**src/rtl/pc_fetch_unit.sv**
```systemverilog
// Instruction-fetch stage: holds the PC, fetches one word over req/ack and issues it to decode.
// Latency: one cycle from ack to inst_valid; with zero-wait memory one instruction per 2 cycles.
// Backpressure: waits in FETCH until imem_ack and in ISSUE until inst_ready; state and outputs hold while waiting.
//
// Ports:
//   clk, rst_n                 clock and asynchronous active-low reset
//   imem_req/addr/ack/rdata    instruction memory handshake (addr always equals pc)
//   inst_valid/inst_ready      valid-ready handshake with decode for the held word
//   instr, Opcode, Funct, pc   held instruction, its decoded fields and its address
//   Branch_*, jump             branch strobes and jump type returned by decode
//   rs_data, rt_data           register operands used for branch compare and jr
//   retired                    count of consumed instructions (wraps)

module pc_fetch_unit #(
    parameter int                  PC_WIDTH = 32,
    parameter logic [PC_WIDTH-1:0] RESET_PC = '0
) (
    input  logic                clk,
    input  logic                rst_n,

    output logic                imem_req,
    output logic [PC_WIDTH-1:0] imem_addr,
    input  logic                imem_ack,
    input  logic [31:0]         imem_rdata,

    output logic                inst_valid,
    input  logic                inst_ready,
    output logic [31:0]         instr,
    output logic [5:0]          Opcode,
    output logic [5:0]          Funct,
    output logic [PC_WIDTH-1:0] pc,

    input  logic                Branch_gtz,
    input  logic                Branch_ne,
    input  logic                Branch_eq,
    input  logic                Branch_gez,
    input  logic                Branch_lez,
    input  logic                Branch_ltz,
    input  logic [1:0]          jump,
    input  logic [31:0]         rs_data,
    input  logic [31:0]         rt_data,

    output logic [31:0]         retired
);

    localparam logic [0:0] ST_FETCH = 1'b0;
    localparam logic [0:0] ST_ISSUE = 1'b1;

    localparam logic [1:0] JUMP_NONE = 2'b00;
    localparam logic [1:0] JUMP_J    = 2'b01;
    localparam logic [1:0] JUMP_JR   = 2'b10;

    // Bits of pc_plus4 that survive a j: everything above the 28-bit region.
    localparam logic [PC_WIDTH-1:0] REGION_MASK = ~PC_WIDTH'(32'h0FFF_FFFF);

    logic [0:0]          state_q;
    logic [PC_WIDTH-1:0] pc_q;
    logic [31:0]         instr_q;
    logic [31:0]         retired_q;
    logic                req_q;

    logic [PC_WIDTH-1:0] pc_plus4;
    logic [PC_WIDTH-1:0] jr_tgt;
    logic [PC_WIDTH-1:0] j_tgt;
    logic [PC_WIDTH-1:0] br_tgt;
    logic [31:0]         br_off;
    logic [PC_WIDTH-1:0] next_pc;

    logic rs_neg;
    logic rs_zero;
    logic c_gtz;
    logic c_gez;
    logic c_lez;
    logic c_ltz;
    logic c_eq;
    logic c_ne;
    logic regimm_taken;
    logic br_taken;
    logic consume;

    // ------------------------------------------------------------------
    // Outputs
    // ------------------------------------------------------------------
    assign imem_req   = req_q;
    assign imem_addr  = pc_q;
    assign pc         = pc_q;
    assign inst_valid = (state_q == ST_ISSUE);
    assign instr      = instr_q;
    assign Opcode     = instr_q[31:26];
    assign Funct      = instr_q[5:0];
    assign retired    = retired_q;

    assign consume = inst_valid & inst_ready;

    // ------------------------------------------------------------------
    // Branch condition evaluation (signed compare against zero on rs)
    // ------------------------------------------------------------------
    always_comb begin
        rs_neg  = rs_data[31];
        rs_zero = (rs_data == 32'd0);
        c_gtz   = ~rs_neg & ~rs_zero;
        c_gez   = ~rs_neg;
        c_lez   = rs_neg | rs_zero;
        c_ltz   = rs_neg;
        c_eq    = (rs_data == rt_data);
        c_ne    = ~c_eq;

        // Opcode 1 carries both bgez and bltz; decode raises both strobes
        // and instr[16] picks which condition actually applies.
        if (Branch_gez && Branch_ltz) begin
            regimm_taken = instr_q[16] ? c_gez : c_ltz;
        end else begin
            regimm_taken = (Branch_gez & c_gez) | (Branch_ltz & c_ltz);
        end

        br_taken = regimm_taken
                 | (Branch_gtz & c_gtz)
                 | (Branch_lez & c_lez)
                 | (Branch_eq  & c_eq)
                 | (Branch_ne  & c_ne);
    end

    // ------------------------------------------------------------------
    // Next-PC selection: jr > j > taken branch > sequential
    // ------------------------------------------------------------------
    always_comb begin
        pc_plus4 = pc_q + PC_WIDTH'(4);

        // jr targets are word aligned regardless of the register's low bits.
        jr_tgt = PC_WIDTH'(rs_data & 32'hFFFF_FFFC);

        j_tgt = (pc_plus4 & REGION_MASK) | PC_WIDTH'({instr_q[25:0], 2'b00});

        // Word offset, sign-extended before scaling so backward branches wrap.
        br_off = {{14{instr_q[15]}}, instr_q[15:0], 2'b00};
        br_tgt = pc_plus4 + PC_WIDTH'($signed(br_off));

        next_pc = pc_plus4;
        if (jump == JUMP_JR) begin
            next_pc = jr_tgt;
        end else if (jump == JUMP_J) begin
            next_pc = j_tgt;
        end else if (br_taken) begin
            next_pc = br_tgt;
        end else if (jump == JUMP_NONE) begin
            next_pc = pc_plus4;
        end else begin
            // Reserved jump encoding falls through to sequential fetch.
            next_pc = pc_plus4;
        end
    end

    // ------------------------------------------------------------------
    // Fetch/issue state machine
    // ------------------------------------------------------------------
    // imem_req is registered so it stays low throughout reset and rises on
    // the first edge after release. In FETCH an ack is taken even in that
    // first cycle, so a late ack after reset counts as the RESET_PC fetch.
    always_ff @(posedge clk or negedge rst_n) begin
        if (!rst_n) begin
            state_q   <= ST_FETCH;
            pc_q      <= RESET_PC;
            instr_q   <= 32'd0;
            retired_q <= 32'd0;
            req_q     <= 1'b0;
        end else begin
            case (state_q)
                ST_FETCH: begin
                    if (imem_ack) begin
                        instr_q <= imem_rdata;
                        state_q <= ST_ISSUE;
                        req_q   <= 1'b0;
                    end else begin
                        req_q   <= 1'b1;
                    end
                end
                ST_ISSUE: begin
                    // Memory acks here are stale or spurious and are dropped.
                    if (consume) begin
                        pc_q      <= next_pc;
                        retired_q <= retired_q + 32'd1;
                        state_q   <= ST_FETCH;
                        req_q     <= 1'b1;
                    end
                end
                default: begin
                    state_q <= ST_FETCH;
                    req_q   <= 1'b0;
                end
            endcase
        end
    end

endmodule

```
**config.mk**
```make
export PLATFORM = sky130hd
export DESIGN_NAME = pc_fetch_unit
export DESIGN_NICKNAME = d
export VERILOG_FILES = /design/src/rtl/pc_fetch_unit.sv
export SDC_FILE = /design/constraint.sdc
export NUM_CORES = 1
export LEC_CHECK = 0
export BUFFER_PORTS_ARGS = -buffer_cell sky130_fd_sc_hd__buf_2
export CELL_PAD_IN_SITES_DETAIL_PLACEMENT = 1
export CELL_PAD_IN_SITES_GLOBAL_PLACEMENT = 2
export CORE_MARGIN = 3
export CORE_UTILIZATION = 27
export DETAILED_ROUTE_END_ITERATION = 7
export MAX_ROUTING_LAYER = met4
export PLACE_DENSITY = 0.84
export REMOVE_ABC_BUFFERS = 1
export SETUP_SLACK_MARGIN = 0.15
export SLEW_MARGIN = 20
export SYNTH_ARGS = -nofsm -noshare
export SYNTH_HDL_FRONTEND = slang
export SYNTH_SLANG_ARGS = --single-unit
```
**constraint.sdc**
```tcl
create_clock -name clk -period 3.4 [get_ports clk]
set_input_delay 0.34 -clock clk [delete_from_list [all_inputs] [get_ports clk]]
set_output_delay 0.34 -clock clk [all_outputs]
set_load 0.03 [all_outputs]
```
# Yosys cells after proc, flatten, opt, wreduce, memory -nomap -nowiden
# Cells that the tools add are included.
# totals
in_bits	108
elab_cells	46
out_inout_bits	142
register_bits	98
# op_classes
bitwise	19
n_reduce_logical	4
mux	11
eq_ne	4
addsub	3
# op_table
cell	n
2-to-1 mux 32 bit	3
adder 32 x 1 -> 32 bit (second input constant)	1
adder 32 x 3 -> 32 bit (second input constant)	1
adder 32 bit	1
== test 32 bit	1
logical NOT 32 bit	1
OR 32 x 28 -> 32 bit	1
AND 1 bit	8
2-to-1 mux 1 bit	6
OR 1 bit	6
NOT 1 bit	4
one-hot mux 1 bit (2 select lines)	2
AND reduction 2 bit	2
== test 2 x 1 -> 1 bit (second input constant)	1
== test 2 bit (second input constant)	1
!= test 2 x 1 -> 1 bit (second input constant)	1
logical AND 1 bit	1

# Logic depth before layout (Yosys ltp)
# logic_depth
ltp_word	11
ltp_mapped	17
depth_no_buf	16

# Worst setup path before layout
# Ideal clock, no wire load.
# synth_path
kind	register -> register
from	register pc_q[4], in the netlist imem_addr[4]
to	register pc_q[31], in the netlist imem_addr[31]
path_stages_with_launch	17
n_path_buf	0
required_ns	3.273
t_arrival_ns	3.739
path_slack_ns	-0.466
synth_period_minus_slack_ns	3.866
setup_time_ns	0.127
cell_sequence	dfrtp_1 > and4_1 > nand3_1 > nor2_1 > nand2_1 > xnor2_1 > ha_1 > nand4_1 > o221a_2 > nor3b_1 > a211oi_2 > o31ai_1 > a211o_1 > a311o_1 > xnor2_1 > nor3_1 > nand3b_1
# synth_via
elab_chain_len	5
elab_cells_between_ends	6
classes_between	2 x add/sub; 3 x mux; 1 x bitwise
# synth_lines
item	line	rtl
start, declared	57	logic [PC_WIDTH-1:0] pc_q;
start signal, assigned	180	pc_q <= next_pc;
adder 32 x 3 -> 32 bit (*)	127	pc_plus4 = pc_q + PC_WIDTH'(4);
adder 32 bit	136	br_tgt = pc_plus4 + PC_WIDTH'($signed(br_off));
2-to-1 mux 32 bit	143	end else if (br_taken) begin
2-to-1 mux 32 bit (*)	141	end else if (jump == JUMP_J) begin
2-to-1 mux 32 bit (*)	139	if (jump == JUMP_JR) begin
# Mark *: on every way between the ends. The rest lies on a longest branch, timed or not.
# A chain may end at the register's enable or synchronous reset.

# Final worst setup path
# layout_path
from	register pc_q[13], in the netlist imem_addr[13]
to	register pc_q[31], in the netlist imem_addr[31]
# The elaborated chain is that of the path after synthesis.

==> impl_metrics.toml <==
[timing]
drv_slew = 0
tns_ps = -1235
fin_ws_ps = -291.0
worstMarginPinSlew_ps = 861.0
rsz0062_at_grt = "yes"
max_freq_mhz = 270.9
final_hold_viol_count = 0
finClkSkew_ps = 11.91
period_share_pct = 108.6
min_period_ps = 3691
holdWs_ps = 197.3
slew_headroom_pct = 42.39
setup_viol = 11

[yosys]
yosysWarningCount = 0
async_flop_share_pct = 100.0
ys.flop_type = "dfrtp_1"
synth_seq_cells = 96
synth.distinct_cells = 63
syn-cell-area_sq_um = 7536
yosysSeqAreaShare_pct = 31.88
syn_inst = 857
synth_edf_count = 0
synth_area_per_cell_sq_um = 8.793

[clock_tree]
max-clock-path-buffers = 2
htree_num_levels = 3
cts_root_buf = "clkbuf_16"
clkSinkCount = 96
clock_latency_ps = 370
cts_tree = "done"
cts_buffers = 9
path_clk_slew_ps = 80

[global_route]
grt_start_max_net_pins = 56
grt_overflow = 0
grt_use_met3_pct = 2.723
grt.total_usage_pct = 22.19
grtUsageMet1_pct = 28.40
grt_pass1_wl_um = 50380
use_met2_pct = 36.91
antenna_found_initial = 0
grt_pass1_vias = 8447
busiest_layer = "met2"

[power]
power.share.clock_pct = 10.3
power_switching_mw = 5.124
powerDensity_nw_per_um2 = 945.8
switching_share_pct = 49.53
power_frac_comb_pct = 72.9
p_leak_nw = 5.241
intPower_mw = 5.221
seq_power_share_pct = 16.8
ir_drop_mv = 0.3756

[setup_path]
path_class = "flip-flop to flip-flop"
cp_max_fo = 4
reg2reg_from = "imem_addr[13]"
cp_data_required_time_ps = 3640
crit_arrival_ps = 3930
r2r_setup_slack_ps = -290
crit_buf_inv = 1
start_kind = "flip-flop"
worstSetupEndpointType = "flip-flop"
path_cells = "and4_4 -> and4_4 -> and3_4 -> and2_4 -> buf_4 -> nand4_1 -> xnor2_2 -> ha_4 -> or4_4 -> a21oi_2 -> nand3_1 -> a311o_1 -> xnor2_2 -> nor3_2 -> nand3b_1"
startpoint = "imem_addr[13]"
max_stage_delay_ps = 510
crit_slowest_cell = "or4_4"
crit_path_end = "imem_addr[31]"
cp_num_cells = 15
reg2reg_depth = 15
reg2reg_to = "imem_addr[31]"
cp_top_family = "simple AND/OR/NAND/NOR gates"

[cells_and_area]
final_cell_area_sq_um = 10940
layout_common_cells = "buf_2 (244), buf_4 (161), dfrtp_1 (94)"
n_fill_cell = 3292
final_common_cell = "buf_2"
antennaDiodeCount = 0
area_growth_pct = 45.13
fin_nets = 1358
drive_gt1_share_pct = 45.89

[flow_run]
cap_violations = 0

[die]
start_util_pct = 27.73
io_pins = 250
design.core.area_sq_um = 27180
dieArea_sq_um = 29950
die_x_um = 173.1
fp-row-count = 60
dieHeight_um = 173.1

[hold_path]
min_path_type = "input port to flip-flop"

[run_status]
violations = "negative setup slack"
status = "finished, violations left"

[placed_design]
gp_congestion = 0.9367
placed_cell_area_sq_um = 9926
io_buffers = 245
dp_slack_ps = -460.5
dp_hpwl_um = 26170

[drt]
drtIter0Drc = 576
vias = 8183
vias_per_cell = 5.153
wl_per_cell_um = 21.14
drt_wl_total_um = 33570
drc = 0
dr.pass1.iters = 5
ant_nets = 0
-- cells in the mapped netlist (all sizes together) (3+ instances only) --
library cell / number / area, sq um
dfrtp: 96 / 2402
and4: 7 / 61.31
nor3: 3 / 15.01
and3: 18 / 112.6
o21a: 4 / 30.03
nor4: 9 / 56.30
xnor2: 90 / 788.3
inv: 12 / 45.04
a21oi: 59 / 295.3
o211ai: 7 / 57.55
nor2b: 5 / 31.28
nand3: 30 / 150.1
buf: 55 / 387.9
mux2: 32 / 360.4
xor2: 25 / 219.0
nand2: 88 / 330.3
a211oi: 15 / 117.6
a31oi: 8 / 50.05
nand4: 24 / 150.1
and2: 8 / 50.05
nand2b: 5 / 31.28
o21ai: 47 / 235.2
ha: 38 / 475.5
clkbuf: 21 / 78.83
a221oi: 7 / 61.31
nor2: 61 / 229.0
mux2i: 20 / 200.2
a21o: 14 / 105.1
or3: 3 / 23.77
o22ai: 7 / 43.79
a22oi: 4 / 30.03
-- how the worst min path moves through the flow --
stage,cells past startpoint,from,endpoint,slack (ps)
floorplan,0,rst_n,imem_addr[10],40
global placement,1,rst_n,retired[8],370
detailed placement,1,rst_n,retired[8],380
CTS,2,imem_rdata[0],instr[0],190
global route,2,imem_rdata[7],instr[7],190
finish,2,imem_rdata[0],instr[0],200
-- cells by family (layout without fill, tap and decap cells) --
family | Yosys count | in the layout | share of synthesized area [%]
buffers and inverters | 88 | 444 | 6.791
AOI/OAI and AO/OA | 196 | 196 | 16.52
muxes | 52 | 52 | 7.438
adders and majority gates | 39 | 39 | 6.575
DFF | 96 | 96 | 31.88
and+or+nand+nor | 270 | 270 | 17.38
xor gates and xnor gates | 115 | 115 | 13.37
other | 1 | 4 | 0.04976
-- cell type report --
class                   count  area (sq um)  share of cell area (%)
clock buffers               9         225.2                   2.059
inverters                  12         45.04                  0.4119
flip-flops and latches     96          2405                   21.99
clock inverters             7         62.56                  0.5720
multi-input cells         676          5164                   47.21
repair buffers            416          2570                   23.50
well taps                 372         465.4                   4.256
-- timing repair --
item                                    CTS  global route
setup buffers                            13             8
endpoints found under the hold margin    19             0
pin swaps                                25            38
gates resized for setup                  77            55
hold buffers                              1             0
endpoints found under the setup margin   20            21
-- registers in the layout, indices dropped and copies added (netlist names) --
register,flops
instr,32
retired,32
imem_addr,30
imem_req,1
inst_valid,1
-- per-stage QoR --
step | utilization, % | power, mW | std cells
2_1_floorplan | - | 5.538 | 784
3_3_place_gp | 36.52 | 8.174 | 1550
3_5_place_dp | 36.52 | 8.263 | 1550
4_1_cts | 39.08 | 9.844 | 1580
5_1_grt | 40.24 | 11.06 | 1588
6_report | 40.24 | 10.34 | 1588
-- per-layer routing --
layer	share of wire [%]	wire length, um
met1	43	14560
met2	49	16320
met3	5.4	1805
met4	2.7	892
met5	0	0
-- power by group through the flow --
stage / Combinational, mW / Clock [mW] / Sequential, mW
after global placement: 6.45 / 0 / 1.72
after global routing: 8.13 / 1.14 / 1.78
after detailed placement: 6.52 / 0 / 1.74
final: 7.54 / 1.06 / 1.74
after CTS: 7.01 / 1.10 / 1.73
after floorplan: 2.75 / 0 / 2.79
(Power assumes the default switching activity.)
